## src/rtl/sat_bin_load_ctrl.sv

```systemverilog
// sat_bin_load_ctrl: owns the sat_bin external load ports for one problem at a time.
// Resets sat_bin, streams clause and var words from host FIFOs into the four sat_bin RAMs,
// issues start with the bin info, then waits for done and latches the result.
// Optional build macro SAT_BIN_LOAD_WATCHDOG_EN adds a WDOG_CYCLES timeout on LOAD and RUN.
module sat_bin_load_ctrl #(
  parameter int unsigned NUM_CLAUSES_A_BIN = 8,
  parameter int unsigned NUM_VARS_A_BIN    = 8,
  parameter int unsigned WIDTH_CLAUSES     = 16,
  parameter int unsigned WIDTH_VAR         = 12,
  parameter int unsigned WIDTH_VAR_STATES  = 19,
  parameter int unsigned WIDTH_LVL_STATES  = 11,
  parameter int unsigned ADDR_WIDTH        = 9
`ifdef SAT_BIN_LOAD_WATCHDOG_EN
  ,
  parameter int unsigned WDOG_CYCLES       = 65535
`endif
) (
  input  logic                        clk,
  input  logic                        rst,
  input  logic                        load_start_i,
  input  logic [WIDTH_CLAUSES-1:0]    nb_i,
  input  logic [WIDTH_VAR-1:0]        nv_i,
  input  logic                        c_valid_i,
  input  logic [WIDTH_CLAUSES-1:0]    c_data_i,
  output logic                        c_ready_o,
  input  logic                        v_valid_i,
  input  logic [WIDTH_VAR-1:0]        v_data_i,
  output logic                        v_ready_o,
  output logic                        sb_rst_n_o,
  output logic                        apply_ex_o,
  output logic                        ram_we_c_o,
  output logic [WIDTH_CLAUSES-1:0]    ram_din_c_o,
  output logic [ADDR_WIDTH-1:0]       ram_addr_c_o,
  output logic                        ram_we_v_o,
  output logic [WIDTH_VAR-1:0]        ram_din_v_o,
  output logic [ADDR_WIDTH-1:0]       ram_addr_v_o,
  output logic                        ram_we_vs_o,
  output logic [WIDTH_VAR_STATES-1:0] ram_din_vs_o,
  output logic [ADDR_WIDTH-1:0]       ram_addr_vs_o,
  output logic                        ram_we_ls_o,
  output logic [WIDTH_LVL_STATES-1:0] ram_din_ls_o,
  output logic [ADDR_WIDTH-1:0]       ram_addr_ls_o,
  output logic                        start_o,
  output logic                        bin_info_en_o,
  output logic [WIDTH_CLAUSES-1:0]    nb_all_o,
  output logic [WIDTH_VAR-1:0]        nv_all_o,
  input  logic                        sb_done_i,
  input  logic                        sb_sat_i,
  input  logic                        sb_unsat_i,
  output logic                        busy_o,
  output logic                        done_o,
  output logic                        sat_o,
  output logic                        unsat_o,
  output logic                        err_o
);

  localparam int unsigned CntW = ADDR_WIDTH + 1;
  // Largest usable RAM address; totals above this cannot be loaded.
  localparam logic [63:0] AddrMax = (64'd1 << ADDR_WIDTH) - 64'd1;

  typedef enum logic [2:0] {
    StIdle, StClr, StLoad, StFlush, StStart, StRun, StReport
  } state_e;

  state_e                     state_q, state_d;
  logic [WIDTH_CLAUSES-1:0]   nb_q, nb_d;
  logic [WIDTH_VAR-1:0]       nv_q, nv_d;
  logic [CntW-1:0]            c_total_q, c_total_d, v_total_q, v_total_d;
  logic [CntW-1:0]            c_cnt_q, c_cnt_d, v_cnt_q, v_cnt_d;
  logic                       sb_rst_n_q, sb_rst_n_d;
  logic                       apply_ex_q, apply_ex_d;
  logic                       c_ready_q, c_ready_d, v_ready_q, v_ready_d;
  logic                       we_c_q, we_c_d, we_v_q, we_v_d;
  logic [WIDTH_CLAUSES-1:0]   din_c_q, din_c_d;
  logic [WIDTH_VAR-1:0]       din_v_q, din_v_d;
  logic [ADDR_WIDTH-1:0]      addr_c_q, addr_c_d, addr_v_q, addr_v_d;
  logic                       start_q, start_d;
  logic [WIDTH_CLAUSES-1:0]   nb_all_q, nb_all_d;
  logic [WIDTH_VAR-1:0]       nv_all_q, nv_all_d;
  logic                       busy_q, busy_d, done_q, done_d;
  logic                       sat_q, sat_d, unsat_q, unsat_d, err_q, err_d;
  logic [63:0]                c_prod, v_prod;
  logic                       hs_c, hs_v;
  logic                       wdog_fire;

`ifdef SAT_BIN_LOAD_WATCHDOG_EN
  logic [31:0] wdog_q, wdog_d;

  // Timeout fires on the WDOG_CYCLES-th cycle spent in LOAD or RUN.
  always_comb begin
    wdog_fire = 1'b0;
    if ((state_q == StLoad) || (state_q == StRun)) begin
      wdog_fire = ({1'b0, wdog_q} + 33'd1) >= 33'(WDOG_CYCLES);
    end
  end

  // Cycle counter restarts on every state change and only counts in LOAD and RUN.
  always_comb begin
    wdog_d = '0;
    if ((state_d == state_q) && ((state_q == StLoad) || (state_q == StRun))) begin
      wdog_d = wdog_q + 32'd1;
    end
  end

  // Watchdog counter register.
  always_ff @(posedge clk) begin
    if (rst) begin
      wdog_q <= '0;
    end else begin
      wdog_q <= wdog_d;
    end
  end
`else
  assign wdog_fire = 1'b0;
`endif

  // Next-state logic; every output is then derived from the state being entered.
  always_comb begin
    state_d   = state_q;
    nb_d      = nb_q;
    nv_d      = nv_q;
    c_total_d = c_total_q;
    v_total_d = v_total_q;
    c_cnt_d   = c_cnt_q;
    v_cnt_d   = v_cnt_q;
    sat_d     = sat_q;
    unsat_d   = unsat_q;
    err_d     = err_q;
    din_c_d   = din_c_q;
    addr_c_d  = addr_c_q;
    din_v_d   = din_v_q;
    addr_v_d  = addr_v_q;
    nb_all_d  = nb_all_q;
    nv_all_d  = nv_all_q;

    c_prod = 64'(nb_i) * 64'(NUM_CLAUSES_A_BIN);
    v_prod = 64'(nb_i) * 64'(NUM_VARS_A_BIN);
    hs_c   = (state_q == StLoad) && c_valid_i && c_ready_q;
    hs_v   = (state_q == StLoad) && v_valid_i && v_ready_q;

    // Address 0 is reserved, so word n lands at address n+1.
    if (hs_c) begin
      din_c_d  = c_data_i;
      addr_c_d = ADDR_WIDTH'(c_cnt_q + CntW'(1));
      c_cnt_d  = c_cnt_q + CntW'(1);
    end
    if (hs_v) begin
      din_v_d  = v_data_i;
      addr_v_d = ADDR_WIDTH'(v_cnt_q + CntW'(1));
      v_cnt_d  = v_cnt_q + CntW'(1);
    end

    unique case (state_q)
      StIdle: begin
        if (load_start_i) begin
          nb_d      = nb_i;
          nv_d      = nv_i;
          c_total_d = CntW'(c_prod);
          v_total_d = CntW'(v_prod);
          c_cnt_d   = '0;
          v_cnt_d   = '0;
          sat_d     = 1'b0;
          unsat_d   = 1'b0;
          err_d     = 1'b0;
          if ((nb_i == '0) || (c_prod > AddrMax) || (v_prod > AddrMax)) begin
            err_d   = 1'b1;
            state_d = StReport;
          end else begin
            state_d = StClr;
          end
        end
      end
      StClr: state_d = StLoad;
      StLoad: begin
        if ((c_cnt_q == c_total_q) && (v_cnt_q == v_total_q)) begin
          state_d = StFlush;
        end else if (wdog_fire) begin
          err_d   = 1'b1;
          state_d = StReport;
        end
      end
      StFlush: state_d = StStart;
      StStart: state_d = StRun;
      StRun: begin
        if (sb_done_i) begin
          sat_d   = sb_sat_i;
          unsat_d = sb_unsat_i;
          err_d   = sb_sat_i & sb_unsat_i;
          state_d = StReport;
        end else if (wdog_fire) begin
          err_d   = 1'b1;
          state_d = StReport;
        end
      end
      StReport: state_d = StIdle;
      default:  state_d = StIdle;
    endcase

    // A handshake in the cycle the watchdog aborts LOAD must not produce a write.
    we_c_d     = hs_c && (state_d == StLoad);
    we_v_d     = hs_v && (state_d == StLoad);
    sb_rst_n_d = !((state_d == StClr) || wdog_fire);
    apply_ex_d = (state_d == StLoad) || (state_d == StFlush);
    c_ready_d  = (state_d == StLoad) && (c_cnt_d < c_total_d);
    v_ready_d  = (state_d == StLoad) && (v_cnt_d < v_total_d);
    start_d    = (state_d == StStart);
    busy_d     = (state_d != StIdle);
    done_d     = (state_d == StReport);
    if (start_d) begin
      nb_all_d = nb_q;
      nv_all_d = nv_q;
    end
  end

  // State and output registers with synchronous reset.
  always_ff @(posedge clk) begin
    if (rst) begin
      state_q    <= StIdle;
      nb_q       <= '0;
      nv_q       <= '0;
      c_total_q  <= '0;
      v_total_q  <= '0;
      c_cnt_q    <= '0;
      v_cnt_q    <= '0;
      sb_rst_n_q <= 1'b1;
      apply_ex_q <= 1'b0;
      c_ready_q  <= 1'b0;
      v_ready_q  <= 1'b0;
      we_c_q     <= 1'b0;
      we_v_q     <= 1'b0;
      din_c_q    <= '0;
      din_v_q    <= '0;
      addr_c_q   <= '0;
      addr_v_q   <= '0;
      start_q    <= 1'b0;
      nb_all_q   <= '0;
      nv_all_q   <= '0;
      busy_q     <= 1'b0;
      done_q     <= 1'b0;
      sat_q      <= 1'b0;
      unsat_q    <= 1'b0;
      err_q      <= 1'b0;
    end else begin
      state_q    <= state_d;
      nb_q       <= nb_d;
      nv_q       <= nv_d;
      c_total_q  <= c_total_d;
      v_total_q  <= v_total_d;
      c_cnt_q    <= c_cnt_d;
      v_cnt_q    <= v_cnt_d;
      sb_rst_n_q <= sb_rst_n_d;
      apply_ex_q <= apply_ex_d;
      c_ready_q  <= c_ready_d;
      v_ready_q  <= v_ready_d;
      we_c_q     <= we_c_d;
      we_v_q     <= we_v_d;
      din_c_q    <= din_c_d;
      din_v_q    <= din_v_d;
      addr_c_q   <= addr_c_d;
      addr_v_q   <= addr_v_d;
      start_q    <= start_d;
      nb_all_q   <= nb_all_d;
      nv_all_q   <= nv_all_d;
      busy_q     <= busy_d;
      done_q     <= done_d;
      sat_q      <= sat_d;
      unsat_q    <= unsat_d;
      err_q      <= err_d;
    end
  end

  assign sb_rst_n_o    = sb_rst_n_q;
  assign apply_ex_o    = apply_ex_q;
  assign c_ready_o     = c_ready_q;
  assign v_ready_o     = v_ready_q;
  assign ram_we_c_o    = we_c_q;
  assign ram_din_c_o   = din_c_q;
  assign ram_addr_c_o  = addr_c_q;
  // Var, var-state and lvl-state RAMs are written in lockstep at the same address.
  assign ram_we_v_o    = we_v_q;
  assign ram_din_v_o   = din_v_q;
  assign ram_addr_v_o  = addr_v_q;
  assign ram_we_vs_o   = we_v_q;
  assign ram_din_vs_o  = '0;
  assign ram_addr_vs_o = addr_v_q;
  assign ram_we_ls_o   = we_v_q;
  assign ram_din_ls_o  = '0;
  assign ram_addr_ls_o = addr_v_q;
  assign start_o       = start_q;
  assign bin_info_en_o = start_q;
  assign nb_all_o      = nb_all_q;
  assign nv_all_o      = nv_all_q;
  assign busy_o        = busy_q;
  assign done_o        = done_q;
  assign sat_o         = sat_q;
  assign unsat_o       = unsat_q;
  assign err_o         = err_q;

endmodule

```

## config.mk

```make
export PLATFORM = sky130hd
export DESIGN_NAME = sat_bin_load_ctrl
export DESIGN_NICKNAME = d
export VERILOG_FILES = /design/src/rtl/sat_bin_load_ctrl.sv
export SDC_FILE = /design/constraint.sdc
export NUM_CORES = 1
export LEC_CHECK = 0
export BUFFER_PORTS_ARGS = -buffer_cell sky130_fd_sc_hd__buf_4
export CAP_MARGIN = 20
export CORE_MARGIN = 2
export CORE_UTILIZATION = 45
export DETAILED_ROUTE_END_ITERATION = 6
export GPL_TIMING_DRIVEN = 0
export PLACE_DENSITY = 0.78
export SKIP_CTS_REPAIR_TIMING = 1
export SLEW_MARGIN = 20
export SYNTH_ARGS = -nofsm -noshare
export SYNTH_HDL_FRONTEND = slang
export SYNTH_SLANG_ARGS = --single-unit
```

## constraint.sdc

```tcl
create_clock -name clk -period 2.25 [get_ports clk]
set_input_delay 0.1125 -clock clk [delete_from_list [all_inputs] [get_ports clk]]
set_output_delay 0.1125 -clock clk [all_outputs]
set_load 0.005 [all_outputs]
```

==> summary.txt <==
result of the run = finished, violations left
failing checks = negative setup slack
clock share of power = 41.7%
sequential fraction of the synthesis area = 44.8%
final-report max-slew violation count = 0
IO Pins = 201
Fill cells = 1225
Yosys reg bits = 157
pre-CTS setup slack = -0.514 ns
DR vias = 6541
global-route usage over all layers = 21.7%
placed insts = 1221
Die Height = 129 um
most frequent cells in the layout = buf_4 (239), nand2_1 (179), dfxtp_1 (155), a21oi_1 (110), nor2_1 (85)
Clock Path Buffers = 2
layout cells sized above 1 = 30.6%
DRT antenna net count = 0
Comb power frac = 17.8%
setup ws final = -0.333 ns
area delta synth->final = 44.2%
hold_ws = 0.117 ns
TNS Setup = -0.647 ns
crit path DAT = 2.87 ns
antenna violations before repair = 0
switching share of power = 26.7%
CTS H-tree depth = 4
drt wl/cell = 15.2 um
commonest non-fill, non-tap cell in the layout = buf_4
CTS tree = yes
# Max-Cap Violations = 0
Crit. End Element = register
non-filler cells, final = 1317
slew of the pin with the lowest slew margin = 0.747 ns
GP Congestion = 0.842
routed vias/inst = 4.97
number of buffers added on ports = 170
Chip Width = 129 um
setup violators final = 2
Die Area = 0.0166 mm^2
power after layout = 7.46 mW
maximum vdd drop = 0.555 mV
Power Density = 737 mW/mm^2
Cell Area, Synth = 0.00702 mm^2
synth unique cells = 48
initial drt markers = 369
fin crit share = 115%
Num CTS Buffers = 17
clk_lat worst skew = 0.43 ns
vias in the first global route = 5739
NetSw = 1.99 mW
Top FF cell, synth = dfxtp_1
Worst Hold Class = input port to register
leading area contributor after synthesis = dfxtp_1
Util after Layout = 66.6%
Worst Path Required = 2.54 ns
Max Clock Freq = 387 MHz
internal power = 5.47 mW
Max-Slew Margin vs Limit = 50.2%
Row Count = 45
core area = 0.0152 mm^2
DRC = 0
antenna cells = 0
Starting Density = 46.2%
CTS Sinks = 157
Mean Syn Cell Area = 8.41 um^2
root buffer cell = clkbuf_16
Post-synth EDFFs = 0
DRT Pass-1 Iters = 5
global route overflow = 0
area post-placement = 0.00866 mm^2
clock slew at reported path FFs = 0.07 ns
Seq pwr share = 40.6%
Static Leak = 4.30 nW
critical path type = register to register
post-route design area = 0.0101 mm^2
yosys synthesis warning count = 0
Worst Skew = 0.00718 ns
Hold Fails Final Rpt = 0
RSZ-0062 raised after global routing = yes
multi-input logic area = 0.00346 mm^2
Syn Inst Count = 834
first-pass GRT wire length = 28400 um
top cells by area in the synthesized netlist = dfxtp_1 (45%), nand2_1 (9.6%), a21oi_1 (8.0%)
Reg area = 0.00315 mm^2
min Tclk post-route = 2.58 ns
largest net degree at the start of global routing = 17
detailed placement HPWL = 13500 um
startpoint types = register
routed wire length = 20000 um
layout net count = 1201
crit-path max FO = 8
top cell type's share of synthesized area = 44.8%
Post-synth ARST share = 0%
path summary, 6_finish.rpt:
kind	slack, ns	cells after the start	start	end
worst max-delay path	-0.33	13	state_q[0]$_SDFF_PP0_	v_ready_o$_SDFF_PP0_
worst min-delay path	0.12	4	nb_i[4]	nb_q[4]$_SDFFE_PP0P_
worst max register to register	-0.33	13	state_q[0]$_SDFF_PP0_	v_ready_o$_SDFF_PP0_
worst min register to register	0.45	2	nb_q[8]$_SDFFE_PP0P_	nb_all_o[8]$_SDFFE_PP0P_
worst max-delay path, cell delays in order (launching register included):
cell and delay [ns]:
dfxtp_1 0.31, buf_6 0.14, nor3b_4 0.28, buf_6 0.17
nand3_4 0.11, buf_12 0.17, nor3_4 0.14, xnor2_2 0.17
nor2_1 0.10, ha_1 0.29, and4_4 0.22, o2111ai_2 0.09
a211oi_2 0.19, nor4_2 0.05
synth_stat cells (4+ instances only):
library cell  count
o21ai_0           4
nand4_1           7
nand3_1           9
buf_2            12
a211oi_1         11
a21oi_1         112
buf_4            58
nor4_1            5
dfxtp_1         157
nor2_1           88
nor3_2            7
inv_1             6
ha_1             20
and3_1            8
nor3_1           13
nand2_1         179
buf_6             5
xnor2_1          37
clkbuf_1         29
xor2_1           16
and2_1            7
a211oi_2          6
routing by layer:
| layer | GRT usage, % | vias up | part of all wire [%] |
|---|---|---|---|
| met5 | 0 | - | 0 |
| met4 | 4.92 | 0 | 0.98 |
| met3 | 5.70 | 24 | 7.3 |
| met2 | 36.4 | 253 | 50 |
| met1 | 28.1 | 3025 | 42 |
| li1 | - | 3239 | - |
logic make-up (layout without fill, tap and decap cells):
family	count (synthesis)	in the layout	synth area share [%]
and+or+nand+nor	347	347	22.9
DFF	157	157	44.8
other	1	30	0.0534
adders and majority gates	20	20	3.57
xor gates and xnor gates	53	53	6.62
AOI/OAI and AO/OA	145	145	12.3
buffers and inverters	111	377	9.79
layout make-up:
type	count	area share, %
multi-input combinational	595	34.2
clock inverter	12	1.83
tap	188	2.33
clock buffer	19	4.48
buffer	102	6.75
sequential	157	31.1
timing repair buffer	238	19.1
inverter	6	0.223
power by group through the flow:
stage / sequential, mW / combinational, mW / clock (mW)
after detailed placement: 3.08 / 1.10 / 0
after floorplan: 3.06 / 0.717 / 0
after global placement: 3.07 / 1.08 / 0
after CTS: 3.02 / 1.11 / 3.12
final: 3.03 / 1.33 / 3.11
after global routing: 3.04 / 1.45 / 3.26
sequential cells by signal, indices dropped and copies added (netlist names), 3 cells and up:
name	flops
nv_all_o	12
v_cnt_q	10
ram_addr_c_o	9
ram_addr_ls_o	9
nb_all_o	16
ram_din_c_o	16
state_q	3
nb_q	16
c_cnt_q	10
ram_din_v_o	12
nv_q	12
v_total_q	10
c_total_q	10
(Power assumes the default switching activity.)
